File: src/rtl/cos_requester.sv
// cos_requester: initiator-side sequencer for the start/done cosine core.
// Accepts one operand pair at a time, starts the core, waits for its done
// pulse (or aborts it after TIMEOUT wait cycles), and queues the 11-bit
// result {err, intpart, fracpart} in a small FIFO for the consumer.
//
// Handshake semantics (both ports): a transfer happens in a cycle where
// valid and ready are both high at the rising edge; ready never depends on
// valid, and a valid side holds its data stable until the transfer.
module cos_requester #(
  parameter int DEPTH   = 4,
  parameter int TIMEOUT = 256
) (
  input  logic        clk,
  input  logic        rst,
  input  logic        req_valid,
  output logic        req_ready,
  input  logic [9:0]  req_x,
  input  logic [7:0]  req_y,
  output logic        core_start,
  output logic        core_rst,
  output logic [9:0]  core_x,
  output logic [7:0]  core_y,
  input  logic        core_done,
  input  logic [1:0]  core_intpart,
  input  logic [7:0]  core_fracpart,
  output logic        res_valid,
  input  logic        res_ready,
  output logic [10:0] res_data,
  output logic        busy,
  output logic [7:0]  err_count
);

  localparam int AW = (DEPTH > 1) ? $clog2(DEPTH) : 1;
  localparam int CW = AW + 1;
  localparam int TW = (TIMEOUT > 2) ? $clog2(TIMEOUT) : 1;

  typedef enum logic [1:0] {
    IDLE  = 2'd0,
    START = 2'd1,
    WAIT  = 2'd2
  } state_t;

  state_t         state_q, state_d;
  logic [9:0]     core_x_q, core_x_d;
  logic [7:0]     core_y_q, core_y_d;
  logic [TW-1:0]  timer_q, timer_d;
  logic           abort_q, abort_d;
  logic [7:0]     err_count_q, err_count_d;

  logic [10:0]    mem_q [DEPTH];
  logic [10:0]    mem_d [DEPTH];
  logic [AW-1:0]  wr_ptr_q, wr_ptr_d;
  logic [AW-1:0]  rd_ptr_q, rd_ptr_d;
  logic [CW-1:0]  count_q, count_d;

  logic           push;
  logic           pop;
  logic [10:0]    push_data;

  // Sequencer next-state: accept in IDLE, pulse start, then wait for done or timeout.
  always_comb begin
    state_d     = state_q;
    core_x_d    = core_x_q;
    core_y_d    = core_y_q;
    timer_d     = timer_q;
    abort_d     = 1'b0;
    err_count_d = err_count_q;
    push        = 1'b0;
    push_data   = '0;
    req_ready   = 1'b0;
    core_start  = 1'b0;
    case (state_q)
      IDLE: begin
        // Space is reserved at admission so the later push can never overflow.
        req_ready = !rst && (count_q < CW'(DEPTH));
        if (req_valid && req_ready) begin
          core_x_d = req_x;
          core_y_d = req_y;
          state_d  = START;
        end
      end
      START: begin
        core_start = !rst;
        timer_d    = '0;
        state_d    = WAIT;
      end
      WAIT: begin
        if (core_done) begin
          // Done takes priority even on the final timeout cycle.
          push      = 1'b1;
          push_data = {1'b0, core_intpart, core_fracpart};
          state_d   = IDLE;
        end else if (timer_q == TW'(TIMEOUT - 1)) begin
          push      = 1'b1;
          push_data = {1'b1, 10'h000};
          abort_d   = 1'b1;
          if (err_count_q != 8'hFF) begin
            err_count_d = err_count_q + 8'd1;
          end
          state_d   = IDLE;
        end else begin
          timer_d = timer_q + TW'(1);
        end
      end
      default: begin
        state_d = IDLE;
      end
    endcase
  end

  // Result FIFO bookkeeping: push from WAIT, pop on the result handshake.
  always_comb begin
    mem_d    = mem_q;
    pop      = (count_q != '0) && res_ready;
    if (push) begin
      mem_d[wr_ptr_q] = push_data;
    end
    wr_ptr_d = wr_ptr_q + AW'(push);
    rd_ptr_d = rd_ptr_q + AW'(pop);
    count_d  = count_q + CW'(push) - CW'(pop);
  end

  // State, operand, timer, error and FIFO registers with synchronous reset.
  always_ff @(posedge clk) begin
    if (rst) begin
      state_q     <= IDLE;
      core_x_q    <= '0;
      core_y_q    <= '0;
      timer_q     <= '0;
      abort_q     <= 1'b0;
      err_count_q <= '0;
      wr_ptr_q    <= '0;
      rd_ptr_q    <= '0;
      count_q     <= '0;
      for (int i = 0; i < DEPTH; i++) begin
        mem_q[i] <= '0;
      end
    end else begin
      state_q     <= state_d;
      core_x_q    <= core_x_d;
      core_y_q    <= core_y_d;
      timer_q     <= timer_d;
      abort_q     <= abort_d;
      err_count_q <= err_count_d;
      wr_ptr_q    <= wr_ptr_d;
      rd_ptr_q    <= rd_ptr_d;
      count_q     <= count_d;
      for (int i = 0; i < DEPTH; i++) begin
        mem_q[i] <= mem_d[i];
      end
    end
  end

  // Output mapping; the abort pulse lands one cycle after the timeout decision.
  always_comb begin
    core_x    = core_x_q;
    core_y    = core_y_q;
    core_rst  = rst | abort_q;
    res_valid = (count_q != '0);
    res_data  = res_valid ? mem_q[rd_ptr_q] : 11'h000;
    busy      = (state_q != IDLE);
    err_count = err_count_q;
  end

endmodule
File: config.mk
export PLATFORM = sky130hd
export DESIGN_NAME = cos_requester
export DESIGN_NICKNAME = d
export VERILOG_FILES = /design/src/rtl/cos_requester.sv
export SDC_FILE = /design/constraint.sdc
export NUM_CORES = 1
export LEC_CHECK = 0
export CAP_MARGIN = 20
export CORE_UTILIZATION = 45
export CTS_CLUSTER_SIZE = 24
export DETAILED_ROUTE_END_ITERATION = 10
export PLACE_DENSITY_LB_ADDON = 0.3
export SLEW_MARGIN = 5
export SYNTH_ARGS = -nofsm -noshare
export SYNTH_HDL_FRONTEND = slang
export SYNTH_SLANG_ARGS = --single-unit
File: constraint.sdc
create_clock -name clk -period 2.8 [get_ports clk]
set_input_delay 0.56 -clock clk [delete_from_list [all_inputs] [get_ports clk]]
set_output_delay 0.56 -clock clk [all_outputs]
set_load 0.01 [all_outputs]
Word-level counts from Yosys, hierarchy flattened
Index checks and enable logic that the tools add are counted.
W data, S select, Z words.

storage, ports and cells
  register bits = 88
  output and inout bits = 42
  logic and storage cells = 72
  input bits = 33

cells by class
  magnitude comparators = 4
  reductions and logical operators = 14
  equality and inequality tests = 8
  bitwise gates (word level) = 5
  muxes and demuxes = 22
  $add $sub $neg = 6

operators with widths
  operator               count
  $mux W11               7
  $bwmux W44             1
  $bmux W11 S2           1
  $demux W11 S2          1
  $add A8 B1 Y8 const B  2
  $mux W8                2
  $pmux W8 S2            1
  $eq A8 B8 Y1 const B   1
  $ne A8 B8 Y1 const B   1
  $ge A3 B3 Y1 const B   2
  $mux W2                3
  $ne A2 B2 Y1 const B   3
  $not A2 Y3             2
  $pmux W2 S3            1
  $mux W1                5
  $add A2 B1 Y2          2
  $logic_and A1 B1 Y1    4
  $reduce_and A2 Y1      2
  $reduce_and A4 Y1      1
  $reduce_bool A2 Y1     2
  $add A3 B1 Y3          1
  $lt A3 B1 Y1 const B   1
  $lt A3 B3 Y1 const B   1
  $ne A3 B3 Y1 const B   1
  other kinds (10)       11

Longest topological paths before layout
  depth in word-level cells = 6
  gate-level depth with buffers = 12
  gate-level depth less buffers = 12

Least setup slack after synthesis
No wires, ideal clock.

  kind = reg-to-reg
  start = register timer_q[0]
  end = register count_q[2]
  stages on the path, launching flop included = 13
  data arrival time = 2410 ps
  slack = 262 ps
  setup time = 128 ps
  data required time = 2672 ps
  buffers on the path = 0
  period minus slack after synthesis = 2538 ps
  cell sequence = dfxtp_1 -> ha_1 -> nand4_1 -> nor2_1 -> o21ai_0 -> ha_1 -> inv_1 -> ha_1 -> inv_1 -> fa_1 -> xor2_1 -> xnor2_1 -> nor2_1

between the ends
  word-level cells in the longest chain between the ends = 6

RTL lines
  item                    RTL line  text
  start, declared         46        logic [TW-1:0] timer_q, timer_d;
  start signal, assigned  142       timer_q <= timer_d;
  $eq A8 B8 Y1            93        end else if (timer_q == TW'(TIMEOUT - 1)) begin
  $mux W1                 93
  $mux W1                 88        if (core_done) begin
  $mux W1                 72        case (state_q)
  $add A3 B1 Y3           120       count_d = count_q + CW'(push) - CW'(pop);
  $sub A3 B1 Y3           120
  end signal, assigned    147       count_q <= count_d;
  end, declared           54        logic [CW-1:0] count_q, count_d;

Every way passes these cells.
A chain may end at the register's enable or synchronous reset.

Worst setup path in the final report
  start = register rd_ptr_q[0]
  end = output port res_data[6]

between the ends
  word-level cells in the longest chain between the ends = 5

RTL lines
  item                                         RTL line  text
  start, declared                              53        logic [AW-1:0] rd_ptr_q, rd_ptr_d;
  start signal, assigned                       146       rd_ptr_q <= rd_ptr_d;
  $not A2 Y3 (implied by the code)             160       res_data = res_valid ? mem_q[rd_ptr_q] : 11'h000;
  $bmux W11 S2                                 160
  $mux W11 (implied by the code) (2 in a row)  160
  $mux W11                                     160
  end, declared                                28        output logic [10:0] res_data,

Every way passes these cells. The select of a mux whose other input is x is not followed.

==> key figures <==
Route
  – Vias per std cell: 5.28
  – DR iter-0 viols: 66
  – Wirelength, routed: 8760 µm
  – DRC errors left: 0
  – Final ANT Viol Nets: 0
  – Via count: 3146
  – Wire per inst: 14.7 µm
  – DR pass1 iterations: 4

Timing
  – Final setup violation count: 0
  – Max Clock Skew: 0.00891 ns
  – RSZ-0062 raised after global routing: false
  – Fin. Hold Viols: 0
  – Max transition margin: 52.5%
  – Worst slew pin tran: 0.709 ns
  – Final min period: 2.65 ns
  – Period utilisation layout: 94.6%
  – Setup TNS: 0 ns
  – Final worst setup slack: 0.152 ns
  – Min Hold Slack: 0.459 ns
  – Slew Viols, Final: 0
  – Max Fclk: 378 MHz

Worst setup path
  – CP arrival: 2.09 ns
  – Launching point of the worst reg2reg path: timer_q[0]$_SDFFE_PP0P_
  – Worst setup path start: rd_ptr_q[0]$_SDFF_PP0_
  – Worst Setup Start Kind: flip-flop
  – Worst-path fanout max: 12
  – Critical Path RT: 2.24 ns
  – Crit end category: primary output
  – Crit Path Category: flip-flop to primary output

Global route
  – Grt total ovfl: 0
  – Antenna violations before repair: 0
  – Largest net degree at the start of global routing: 42
  – All-layer global routing usage: 20.2%
  – Vias in the first global route: 2947
  – First-pass GRT wire length: 14100 µm

Floorplan
  – DIE HEIGHT: 95.2 µm
  – Initial core utilization: 47.1%
  – Cell Rows: 33
  – Io pins: 75
  – Chip Width: 95.2 µm
  – Core area: 8300 µm²
  – Die Area: 9070 µm²

Synthesis
  – Register area share after synthesis: 45.1%
  – Yosys reg bits: 88
  – Most numerous cell in the Yosys netlist: dfxtp_1
  – Cell count after synthesis: 407
  – Netlist Area Pre-Place: 3910 µm²
  – Yosys cell types: 41
  – Cell taking the most area after synthesis: dfxtp_1
  – FFs w/ async S/R, synth: 0%
  – Synth Area per Inst: 9.61 µm²
  – Synth warnings: 0
  – Yosys top cell area share: 45.1%
  – Main synth FF type: dfxtp_1
  – Post-synth EDFFs: 0
  – Top post-synthesis cells by area: dfxtp_1 (45%), mux2i_1 (10%), nand2b_1 (6.6%)
  – Syn nets: 447
  – Synth top cells by count: dfxtp_1 (88), nand2_1 (56), nand2b_1 (41)

Pwr
  – Fraction of power consumed by combinational cells: 20.1%
  – Switch Pwr: 0.791 mW
  – Int Power: 2.10 mW
  – Total chip power: 2.89 mW
  – Max rail drop VDD: 0.320 mV
  – Flop pwr share: 46.7%
  – Clock Power Share: 33.2%
  – Static leakage: 1.92 nW
  – Switching portion of total power: 27.4%
  – Pwr dens: 575 nW/µm²

Place
  – Cell Area, Placed: 4800 µm²
  – Buffers on Ports: 74
  – Pre-CTS WS: 0.130 ns
  – DP Wirelength: 5940 µm
  – Placed cell count: 580
  – GPL Wtd Cong: 0.806

Clock network
  – Worst-case clock buffer depth: 2
  – Clock latency on the worst-skew pair: 0.35 ns
  – Total clock sinks: 88
  – Post-CTS Setup Inserts: 0
  – H-tree depth: 3
  – CTS tree: done
  – Num CTS Buffers: 9
  – Clock transition at path regs: 0.09 ns
  – Root Buffer: clkbuf_8

Finish
  – Layout cells sized above 1: 9.98%
  – Final #Nets: 526
  – Post-Layout Cell Count: 596
  – Final instance area: 5030 µm²
  – ANT cells: 0
  – Final core occ: 60.6%
  – Synthesis-to-layout area growth: 28.5%

Hold path
  – Worst Hold Class: flip-flop to flip-flop
  – Hold path startpoint: core_x[5]$_SDFFE_PP0P_

Status
  – Outcome: completed

Job
  – Max Cap Violations: 0
==> routing by layer <==
layer / GRT usage [%] / vias to the layer above / wire length, µm
li1: - / 1571 / -
met1: 26.4 / 1499 / 3940
met2: 32.6 / 71 / 4290
met3: 5.18 / 5 / 463
met4: 6.31 / 0 / 71
met5: 0 / - / 0
==> power by group through the flow <==
stage / sequential (mW) / clock (mW) / combinational [mW]
2_1_floorplan: 1.38 / 0 / 0.332
3_3_place_gp: 1.38 / 0 / 0.581
3_5_place_dp: 1.38 / 0 / 0.587
4_1_cts: 1.35 / 0.988 / 0.590
5_1_grt: 1.36 / 1.04 / 0.639
6_report: 1.35 / 0.960 / 0.581
==> cell type report <==
cell class                      count  area [µm²]
Sequential cell                    88        1760
Clock inverter                      7        96.3
Fill cell                         677        3270
Timing Repair Buffer               89         848
Multi-Input combinational cell    292        2040
Tap cell                          105         131
Clock buffer                        9         124
Inverter                            6        22.5
==> cell families (layout without fill, tap and decap cells) <==
group	Yosys count	after routing	share of synthesized area (%)
buf+inv	27	111	2.78
simple gates	169	169	23.0
compound gates	59	59	8.70
mux	52	52	16.9
xor+xnor	5	5	1.12
fa+ha+maj	7	7	2.43
flops	88	88	45.1
==> worst paths after layout <==
path / endpoint / slack (ns) / depth (start not counted)
setup / recovery: res_data[6] / 0.15 / 4
hold / removal: core_x[5]$_SDFFE_PP0P_ / 0.46 / 2
setup reg to reg: count_q[2]$_SDFF_PP0_ / 0.31 / 12
hold reg to reg: core_x[5]$_SDFFE_PP0P_ / 0.46 / 2
==> cell usage in the layout (no fill, tap or decap), types with 11 or more instances in the layout <==
master and instances:
a21oi_1 32, buf_4 15, clkdlybuf4s50_1 73, dfxtp_1 88, mux2i_1 40, mux4_2 11
nand2_1 56, nand2b_1 41, nand3_1 11, nor2_1 12, nor2b_1 20
==> worst max-delay path, stage by stage (launching register included) <==
cell,delay (ns)
dfxtp_1,0.31
buf_4,0.25
mux4_2,0.54
nor2b_1,0.15
clkdlybuf4s50_1,0.48
==> state kept, by name (all words and copies together) (netlist names) <==
name and count:
core_x 10, count_q 3, wr_ptr_q 2, mem_q 44
timer_q 8, err_count 8, core_y 8, state_q 2
rd_ptr_q 2, abort_q 1
==> timing repair <==
| item | 4_1_cts | 5_1_grt |
|---|---|---|
| hold buffers | 0 | 0 |
| endpoints found under the setup margin | 0 | 1 |
| resized for setup | 0 | 1 |
Power figures use the tool's default switching activity.
